## config.mk

```make
export PLATFORM = sky130hd
export DESIGN_NAME = lapi_spi_sequencer
export DESIGN_NICKNAME = d
export VERILOG_FILES = /design/src/rtl/lapi_spi_sequencer.sv
export SDC_FILE = /design/constraint.sdc
export NUM_CORES = 1
export LEC_CHECK = 0
export ABC_AREA = 1
export CAP_MARGIN = 30
export CORE_MARGIN = 4
export CORE_UTILIZATION = 45
export CTS_BUF_LIST = sky130_fd_sc_hd__clkbuf_4
export CTS_CLUSTER_DIAMETER = 50
export DETAILED_ROUTE_END_ITERATION = 10
export PLACE_DENSITY = 0.69
export SKIP_LAST_GASP = 1
export SYNTH_ARGS = -nofsm -noshare
export SYNTH_HDL_FRONTEND = slang
export SYNTH_SLANG_ARGS = --single-unit
```

## constraint.sdc

```tcl
create_clock -name clk -period 3.15 [get_ports clk]
set_input_delay 0.63 -clock clk [delete_from_list [all_inputs] [get_ports clk]]
set_output_delay 0.63 -clock clk [all_outputs]
set_load 0.05 [all_outputs]
```

## src/rtl/lapi_spi_sequencer.sv

```systemverilog
// Arbitrates vec/reg update requests onto one SPI mode-0 write serialiser and
// drives each frame out on the owning peripheral's csb/sclk/mosi pins.
module lapi_spi_sequencer #(
    parameter int unsigned VEC_W       = 74,
    parameter int unsigned REG_W       = 32,
    parameter int unsigned DIV         = 2,
    parameter bit          GATE_VBLANK = 1'b1
) (
    input  logic             clk,
    input  logic             reset,
    input  logic             vblank,
    input  logic             vec_req,
    input  logic [VEC_W-1:0] vec_data,
    output logic             vec_ack,
    input  logic             reg_req,
    input  logic [REG_W-1:0] reg_data,
    input  logic [5:0]       reg_len,
    output logic             reg_ack,
    output logic             busy,
    output logic             vec_csb,
    output logic             vec_sclk,
    output logic             vec_mosi,
    output logic             reg_csb,
    output logic             reg_sclk,
    output logic             reg_mosi
);

    localparam int unsigned BitW    = $clog2(VEC_W + 1);
    localparam logic [7:0]  DivLoad = 8'(DIV - 1);

    typedef enum logic [2:0] {StIdle, StSetup, StShift, StHold, StGap} state_e;

    state_e            state_q, state_d;
    logic [7:0]        div_q, div_d;
    logic [BitW-1:0]   bits_q, bits_d;
    logic [VEC_W-1:0]  shreg_q, shreg_d;
    logic              high_q, high_d;
    logic              sel_vec_q, sel_vec_d;
    logic              last_vec_q, last_vec_d;
    logic              vec_csb_q, vec_sclk_q, vec_mosi_q;
    logic              reg_csb_q, reg_sclk_q, reg_mosi_q;
    logic              vec_csb_d, vec_sclk_d, vec_mosi_d;
    logic              reg_csb_d, reg_sclk_d, reg_mosi_d;

    logic              vec_elig, reg_elig, grant_vec, grant_reg, tick;
    logic              active, csb_n, sclk_n, mosi_n;
    logic [BitW-1:0]   reg_n, reg_shift;
    logic [VEC_W-1:0]  reg_load;

    assign vec_elig  = vec_req & (vblank | ~GATE_VBLANK);
    assign reg_elig  = reg_req;
    // On a tie the port not granted last wins; nothing is granted during reset.
    assign grant_vec = ~reset && (state_q == StIdle) && vec_elig && (~reg_elig || ~last_vec_q);
    assign grant_reg = ~reset && (state_q == StIdle) && reg_elig && ~grant_vec;
    assign tick      = (div_q == 8'd0);

    // Left-justify the reg payload so bit reg_n-1 lands in the shift MSB.
    assign reg_n     = (32'(reg_len) > REG_W) ? BitW'(REG_W) : BitW'(reg_len);
    assign reg_shift = BitW'(VEC_W) - reg_n;
    assign reg_load  = VEC_W'(reg_data) << reg_shift;

    always_comb begin
        state_d    = state_q;
        div_d      = div_q;
        bits_d     = bits_q;
        shreg_d    = shreg_q;
        high_d     = high_q;
        sel_vec_d  = sel_vec_q;
        last_vec_d = last_vec_q;
        vec_ack    = 1'b0;
        reg_ack    = 1'b0;

        unique case (state_q)
            StIdle: begin
                if (grant_vec) begin
                    vec_ack    = 1'b1;
                    sel_vec_d  = 1'b1;
                    last_vec_d = 1'b1;
                    shreg_d    = vec_data;
                    bits_d     = BitW'(VEC_W);
                    div_d      = DivLoad;
                    state_d    = StSetup;
                end else if (grant_reg) begin
                    reg_ack    = 1'b1;
                    sel_vec_d  = 1'b0;
                    last_vec_d = 1'b0;
                    shreg_d    = reg_load;
                    bits_d     = reg_n;
                    div_d      = DivLoad;
                    state_d    = (reg_n == '0) ? StGap : StSetup;
                end
            end
            StSetup: begin
                if (tick) begin
                    div_d   = DivLoad;
                    high_d  = 1'b1;
                    state_d = StShift;
                end else begin
                    div_d = div_q - 8'd1;
                end
            end
            StShift: begin
                if (tick) begin
                    div_d = DivLoad;
                    if (high_q) begin
                        high_d = 1'b0;
                        if (bits_q == BitW'(1)) begin
                            state_d = StHold;
                        end else begin
                            // Next bit is presented on the falling sclk edge.
                            bits_d  = bits_q - BitW'(1);
                            shreg_d = shreg_q << 1;
                        end
                    end else begin
                        high_d = 1'b1;
                    end
                end else begin
                    div_d = div_q - 8'd1;
                end
            end
            StHold: begin
                if (tick) begin
                    div_d   = DivLoad;
                    state_d = StGap;
                end else begin
                    div_d = div_q - 8'd1;
                end
            end
            StGap: begin
                if (tick) begin
                    state_d = StIdle;
                end else begin
                    div_d = div_q - 8'd1;
                end
            end
            default: state_d = StIdle;
        endcase

        active = (state_d == StSetup) || (state_d == StShift) || (state_d == StHold);
        csb_n  = ~active;
        sclk_n = (state_d == StShift) && high_d;
        mosi_n = active && shreg_d[VEC_W-1];

        vec_csb_d  = sel_vec_d ? csb_n : 1'b1;
        vec_sclk_d = sel_vec_d && sclk_n;
        vec_mosi_d = sel_vec_d && mosi_n;
        reg_csb_d  = sel_vec_d ? 1'b1 : csb_n;
        reg_sclk_d = ~sel_vec_d && sclk_n;
        reg_mosi_d = ~sel_vec_d && mosi_n;
    end

    always_ff @(posedge clk) begin
        if (reset) begin
            state_q    <= StIdle;
            div_q      <= 8'd0;
            bits_q     <= '0;
            shreg_q    <= '0;
            high_q     <= 1'b0;
            sel_vec_q  <= 1'b0;
            last_vec_q <= 1'b0;
            vec_csb_q  <= 1'b1;
            vec_sclk_q <= 1'b0;
            vec_mosi_q <= 1'b0;
            reg_csb_q  <= 1'b1;
            reg_sclk_q <= 1'b0;
            reg_mosi_q <= 1'b0;
        end else begin
            state_q    <= state_d;
            div_q      <= div_d;
            bits_q     <= bits_d;
            shreg_q    <= shreg_d;
            high_q     <= high_d;
            sel_vec_q  <= sel_vec_d;
            last_vec_q <= last_vec_d;
            vec_csb_q  <= vec_csb_d;
            vec_sclk_q <= vec_sclk_d;
            vec_mosi_q <= vec_mosi_d;
            reg_csb_q  <= reg_csb_d;
            reg_sclk_q <= reg_sclk_d;
            reg_mosi_q <= reg_mosi_d;
        end
    end

    assign busy     = (state_q != StIdle) || vec_ack || reg_ack;
    assign vec_csb  = vec_csb_q;
    assign vec_sclk = vec_sclk_q;
    assign vec_mosi = vec_mosi_q;
    assign reg_csb  = reg_csb_q;
    assign reg_sclk = reg_sclk_q;
    assign reg_mosi = reg_mosi_q;

endmodule

```

==> run metrics, run 1 <==
# DRC=0; Die Y-Extent=140 um; die width=140 um; DR WL/cell=17.2 um; Seq pwr share=28.8%; R2R Path Start=div_q[0]$_SDFFE_PP0P_; first-pass iteration count of the detailed router=8; CP Class=input port to register; latest clock arrival within the worst-skew pair=470 ps; switch share=47.6%; Starting DRT DRC Count=837; via count=9423; Worst-path clk slew=160 ps; RSZ-0062 raised after global routing=no; Critical Path RT=3550 ps; die area=0.0195 mm2; total power=0.00596 W; Synth top area share=25.9%; min Tclk post-route=2860 ps; clock tree from TritonCTS=yes; Top Ports=126; Post-CTS Hold Buffers=0; Worst Setup SP=reg_len[2]; Final Hold Viols=0; PortBufs=125; buffers and inverters on the worst path=5; crit share post-route=90.9%; final setup violation count=0; P_int=0.00312 W; Setup Skew=15.0 ps; Fillers=1685; antenna violations before repair=1; Fmax=349 MHz; Critical Path, Cell by Cell=clkdlybuf4s50_1 -> nor2_1 -> nand3_2 -> nand2_4 -> nand2_2 -> ha_1 -> buf_4 -> buf_12 -> nand3_1 -> buf_4 -> nand3_1 -> nand3_1 -> nand2_1 -> nand2_1 -> nand3_1 -> nand2_1 -> nand2_1 -> nand3_1 -> nand2_1 -> inv_1; combinational group share of total power=59.3%; hold crit path type=register to register; hold_sp=shreg_q[13]$_SDFFE_PP0P_; Yosys Warn Count=0; drt via density=5.62; Routed Antenna Nets=0; average size of a mapped cell=6.00 um2; delay-heaviest family, CP=simple AND/OR/NAND/NOR gates; clock power share=12.0%; Worst slew margin=53.0%; vias in the first global route=8892; Row Count=47; Post-Syn Instances=1303; sequential standard cell area=0.00202 mm2; # nets final=1573; Inserted Clock Buffers=9; sequential share of the synthesized area=25.9%; Final Slew Violations=0; layout cells sized above 1=10.7%; Synth area leader=dfxtp_1; core area=0.0168 mm2; Crit path arrival time=3260 ps; Worst Setup End Kind=register; post-CTS setup buffer count=0; CTS max path bufs=2; CTS resizes=0; post-DP HPWL=22900 um; Psw=0.00284 W; max_cap viols=0; Power Density=601 mW/mm2; largest net degree at the start of global routing=55; slowest CP cell=clkdlybuf4s50_1; initial core utilization=46.5%; highest cell delay on the worst timing path=430 ps; final worst slack=285 ps; Root Driver=clkbuf_4; multi-input logic area=0.00491 mm2; global-route wire length before repair=46100 um; Worst Tran Pin Value=705 ps; final WL=28800 um; Mapped Nets=1426; fin util=59.0%; pre-CTS setup slack=-163 ps; Placer Congestion=1.04; WHS=473 ps; CP Max Fanout=6; synthesized area=0.00782 mm2; maximum VDD drop=0.000708 V; synthesis-stage register bit count=101; status=finished clean; Congestion Overflow GR=0; total track usage=28.8%; H-tree levels=3; Area contributors post-synth=dfxtp_1 26%, nand3_1 19%, nand2_1 18%; Synth cell types=44; Leak=4.47 nW; CTS sink cnt=101; area growth from synthesis to layout=26.8%; type of origin of the critical path=input port
==> cells in the mapped netlist, drive strengths merged <==
cell,instances
nand2,384
nand3,300
inv,119
dfxtp,101
a21oi,79
nor2,65
buf,58
o21ai,45
clkbuf,26
o21a,25
a22oi,20
nand4,17
a41oi,13
a221oi,10
nor3,9
ha,6
a211oi,4
nand3b,4
o211ai,4
o22ai,3
a31oi,2
nor3b,2
o32ai,2
a21boi,1
nor4,1
o2111ai,1
or2,1
xor2,1
==> worst paths after layout <==
| path | slack [ps] | to | cells after the start |
|---|---|---|---|
| worst max register to register | 660 | shreg_q[39]$_SDFFE_PP0P_ | 13 |
| worst min-delay path | 470 | shreg_q[14]$_SDFFE_PP0P_ | 2 |
| worst min register to register | 470 | shreg_q[14]$_SDFFE_PP0P_ | 2 |
| worst max-delay path | 290 | shreg_q[65]$_SDFFE_PP0P_ | 20 |
==> placed cells by master (no fill, tap or decap), types with 3 or more instances in the layout <==
cell type        netlist  layout
buf_4                 16      85
inv_2                  6       6
nand2_1              369     369
dfxtp_1              101     101
nand2_2               13      13
clkdlybuf4s50_1        0     121
o21ai_1               20      20
nand3_1              296     296
clkbuf_4               0      10
o211ai_1               3       3
a221oi_1              10      10
nor2_4                 4       4
nor3_1                 7       7
nand4_1               17      17
nor2_1                56      56
inv_1                112     112
buf_12                 0      13
o21ai_0               23      23
nand3b_1               4       4
o22ai_1                3       3
a22oi_1               20      20
nor2_2                 5       5
a211oi_1               4       4
o21a_1                25      25
a21oi_1               78      78
a41oi_1               13      13
nand3_2                4       4
ha_1                   6       6
==> metrics by stage <==
step | TNS, ps | cells | cell area, um2
6_report | 0 | 1676 | 9920
4_1_cts | 0 | 1675 | 9910
2_1_floorplan | 0 | 1303 | 7820
5_1_grt | 0 | 1676 | 9920
3_5_place_dp | -1220 | 1659 | 9770
3_3_place_gp | -1110 | 1659 | 9770
==> cell families (layout without fill, tap and decap cells) <==
group,Yosys count,after routing,synth area share [%]
xor gates and xnor gates,1,1,0.112
and+or+nand+nor,783,783,45.0
DFF,101,101,25.9
other,0,1,0
buffers and inverters,203,355,11.3
adders and majority gates,6,6,0.960
AOI/OAI and AO/OA,209,209,16.7
==> worst min-delay path, stage by stage, from the launching register on <==
cell and delay, ps:
dfxtp_1 340, nand2_1 60, a21oi_1 60
==> flip-flops by register name (all words and copies together), names as in the netlist <==
register	cells
bits_q	7
div_q	8
high_q	1
last_vec_q	1
reg_csb	1
reg_mosi	1
reg_sclk	1
sel_vec_q	1
shreg_q	74
state_q	3
vec_csb	1
vec_mosi	1
vec_sclk	1
==> power by group through the flow <==
stage	clock (W)	combinational [W]	sequential, W
final	0.000712	0.00353	0.00171
after global routing	0.000774	0.00395	0.00174
after CTS	0.000737	0.00350	0.00171
after detailed placement	0	0.00349	0.00174
after global placement	0	0.00344	0.00173
after floorplan	0	0.00240	0.00174
==> cell type report <==
cell class	count	area share (%)
antenna	1	0.0252
clock buffer	10	0.757
clock inverter	6	0.694
inverter	119	4.53
multi-input combinational	999	49.5
sequential	101	20.4
tap	220	2.78
timing repair buffer	220	21.3
==> per-layer routing <==
| metal | part of all wire, % | track usage (%) |
|---|---|---|
| met1 | 45 | 39.4 |
| met2 | 46 | 47.7 |
| met3 | 7.0 | 4.94 |
| met4 | 2.0 | 6.78 |
| met5 | 0 | 0 |
Power figures use the tool's default switching activity.
==> run 2: changes to the inputs <==
--- a/config.mk
+++ b/config.mk
@@ -11,7 +11,9 @@
 export CORE_UTILIZATION = 45
 export CTS_BUF_LIST = sky130_fd_sc_hd__clkbuf_4
 export CTS_CLUSTER_DIAMETER = 50
+export CTS_CLUSTER_SIZE = 40
 export DETAILED_ROUTE_END_ITERATION = 10
+export GPL_ROUTABILITY_DRIVEN = 0
 export PLACE_DENSITY = 0.69
 export SKIP_LAST_GASP = 1
 export SYNTH_ARGS = -nofsm -noshare
==> run 2 against run 1 <==
Against the previous run:
- critical endpoint is now shreg_q[73]$_SDFF_PP0_
- combinational power decreased by 3%
- clock skew increased by 4.5 ps
- count of clock-buffer cells in the layout decreased by 1
- clock power about the same
- largest power group unchanged
- core utilization decreased by 1.0 points
==> run metrics, run 2 (synthesis gave the netlist of run 1 again) <==
H-tree levels=3 (unchanged); DR WL met2=11700 um (was 13300 um); commonest non-fill, non-tap cell in the layout=nand2_1 (unchanged); CTS max path bufs=2 (unchanged); Final Hold Viols=0 (unchanged); CTS sink cnt=101 (unchanged); global-route wire length before repair=42200 um (was 46100 um); PortBufs=125 (unchanged); pre-CTS setup slack=-87.4 ps (was -163 ps); Top Ports=126 (unchanged); post-DP HPWL=20200 um (was 22900 um); antenna violations before repair=0 (was 1); Power Density=598 mW/mm2 (was 601 mW/mm2); Worst slew margin=55.3% (was 53.0%); min Tclk post-route=2790 ps (was 2860 ps); Largest register FFs=74 (unchanged); # DRC=0 (unchanged); routed wl met3=1970 um (was 2030 um); layout cells sized above 1=9.40% (was 10.7%); DR WL/cell=15.7 um (was 17.2 um); Row Count=47 (unchanged); antenna cells=0 (was 1); Inserted Clock Buffers=9 (unchanged); post-CTS setup buffer count=0 (unchanged); latest clock arrival within the worst-skew pair=470 ps (about the same); Post-CTS Hold Buffers=0 (unchanged); Seq pwr share=29.3% (was 28.8%); die area=0.0195 mm2 (unchanged); # nets final=1554 (was 1573); drt via density=5.59 (was 5.62); Final Slew Violations=0 (unchanged); commonest cells after routing, fill and taps aside=369 x nand2_1, 296 x nand3_1, 121 x clkdlybuf4s50_1 (unchanged); clock power share=12.2% (was 12.0%); Worst-path clk slew=160 ps (about the same); hold crit path type=register to register (unchanged); final setup violation count=0 (unchanged); die width=140 um (unchanged); via count=9262 (was 9423); final WL=26000 um (was 28800 um); CP Max Fanout=26 (was 6); status=finished clean (unchanged); Starting DRT DRC Count=986 (was 837); CTS resizes=0 (unchanged); Routed Antenna Nets=0 (unchanged); largest net degree at the start of global routing=65 (was 55); CP Class=input port to register (unchanged); vias in the first global route=8431 (was 8892); core area=0.0168 mm2 (unchanged); Largest regs=shreg_q x74, div_q x8, bits_q x7 (unchanged); Fmax=359 MHz (was 349 MHz); fin util=57.9% (was 59.0%); total track usage=25.9% (was 28.8%); max_cap viols=0 (unchanged); crit share post-route=88.5% (was 90.9%); RSZ-0062 raised after global routing=no (unchanged); M1 WL=11600 um (was 12800 um); initial core utilization=46.5% (unchanged); Worst Tran Pin Value=670 ps (was 705 ps); first-pass iteration count of the detailed router=6 (was 8); Congestion Overflow GR=0 (unchanged); final worst slack=362 ps (was 285 ps); Setup Skew=19.4 ps (was 15.0 ps); Root Driver=clkbuf_4 (unchanged); Psw=0.00275 W (was 0.00284 W); area growth from synthesis to layout=24.6% (was 26.8%); Top Metal Used=met4 (unchanged); Critical Path RT=3490 ps (was 3550 ps); switch share=47.1% (was 47.6%); Crit path arrival time=3130 ps (was 3260 ps); Die Y-Extent=140 um (unchanged); Worst Setup End Kind=register (unchanged); combinational group share of total power=58.4% (was 59.3%); P_int=0.00308 W (was 0.00312 W); Biggest register=shreg_q (unchanged); clock tree from TritonCTS=yes (unchanged); Leak=4.37 nW (was 4.47 nW); type of origin of the critical path=input port (unchanged); maximum VDD drop=0.000572 V (was 0.000708 V)
run 2: through the flow:
step	hold WS [ps]	cell area, um2	setup TNS, ps	total power, W	instances
after floorplan	432	7820	0	0.00415	1303
after global placement	450	9600	-78.3	0.00506	1640
after detailed placement	455	9600	-248	0.00510	1640
after CTS	472	9740	0	0.00581	1656
after global routing	500	9740	0	0.00635	1656
final	471	9740	0	0.00583	1656
run 2: cell type report:
type	count	area, um2
clock buffers	9	67.6
repair buffers	201	1950
multi-input cells	999	4910
inverters	119	449
flip-flops and latches	101	2020
well taps	220	275
fillers	1731	7080
clock inverters	7	73.8
run 2: worst paths after layout:
path	startpoint	slack, ps	endpoint	cells past startpoint
max	reg_len[0]	360	shreg_q[73]$_SDFF_PP0_	19
min	shreg_q[9]$_SDFFE_PP0P_	470	shreg_q[10]$_SDFFE_PP0P_	2
max reg2reg	div_q[0]$_SDFFE_PP0P_	660	shreg_q[37]$_SDFFE_PP0P_	13
min reg2reg	shreg_q[9]$_SDFFE_PP0P_	470	shreg_q[10]$_SDFFE_PP0P_	2
run 2: critical path, stage by stage:
cell	delay, ps
clkdlybuf4s50_1	420
nor2_1	140
nand3_2	100
nand2_4	70
nand2_2	70
ha_1	350
inv_1	90
buf_12	160
buf_4	140
nand3_2	70
nand3_1	140
nand3_1	130
nand3_1	160
nand3_1	110
nand2_1	80
nand2_1	60
nand2_1	40
nand2_1	120
nor2_1	50
run 2: routing by layer:
metal | GRT usage, % | up-vias
li1 | - | 4641
met5 | 0 | -
met4 | 8.06 | 0
met1 | 35.5 | 4198
met2 | 41.3 | 364
met3 | 5.11 | 59
run 2: power groups by stage:
stage | registers [W] | logic [W] | clock network [W]
final | 0.00171 | 0.00341 | 0.000713
after global routing | 0.00174 | 0.00381 | 0.000789
after CTS | 0.00171 | 0.00338 | 0.000730
after detailed placement | 0.00174 | 0.00336 | 0
after global placement | 0.00173 | 0.00333 | 0
after floorplan | 0.00174 | 0.00240 | 0
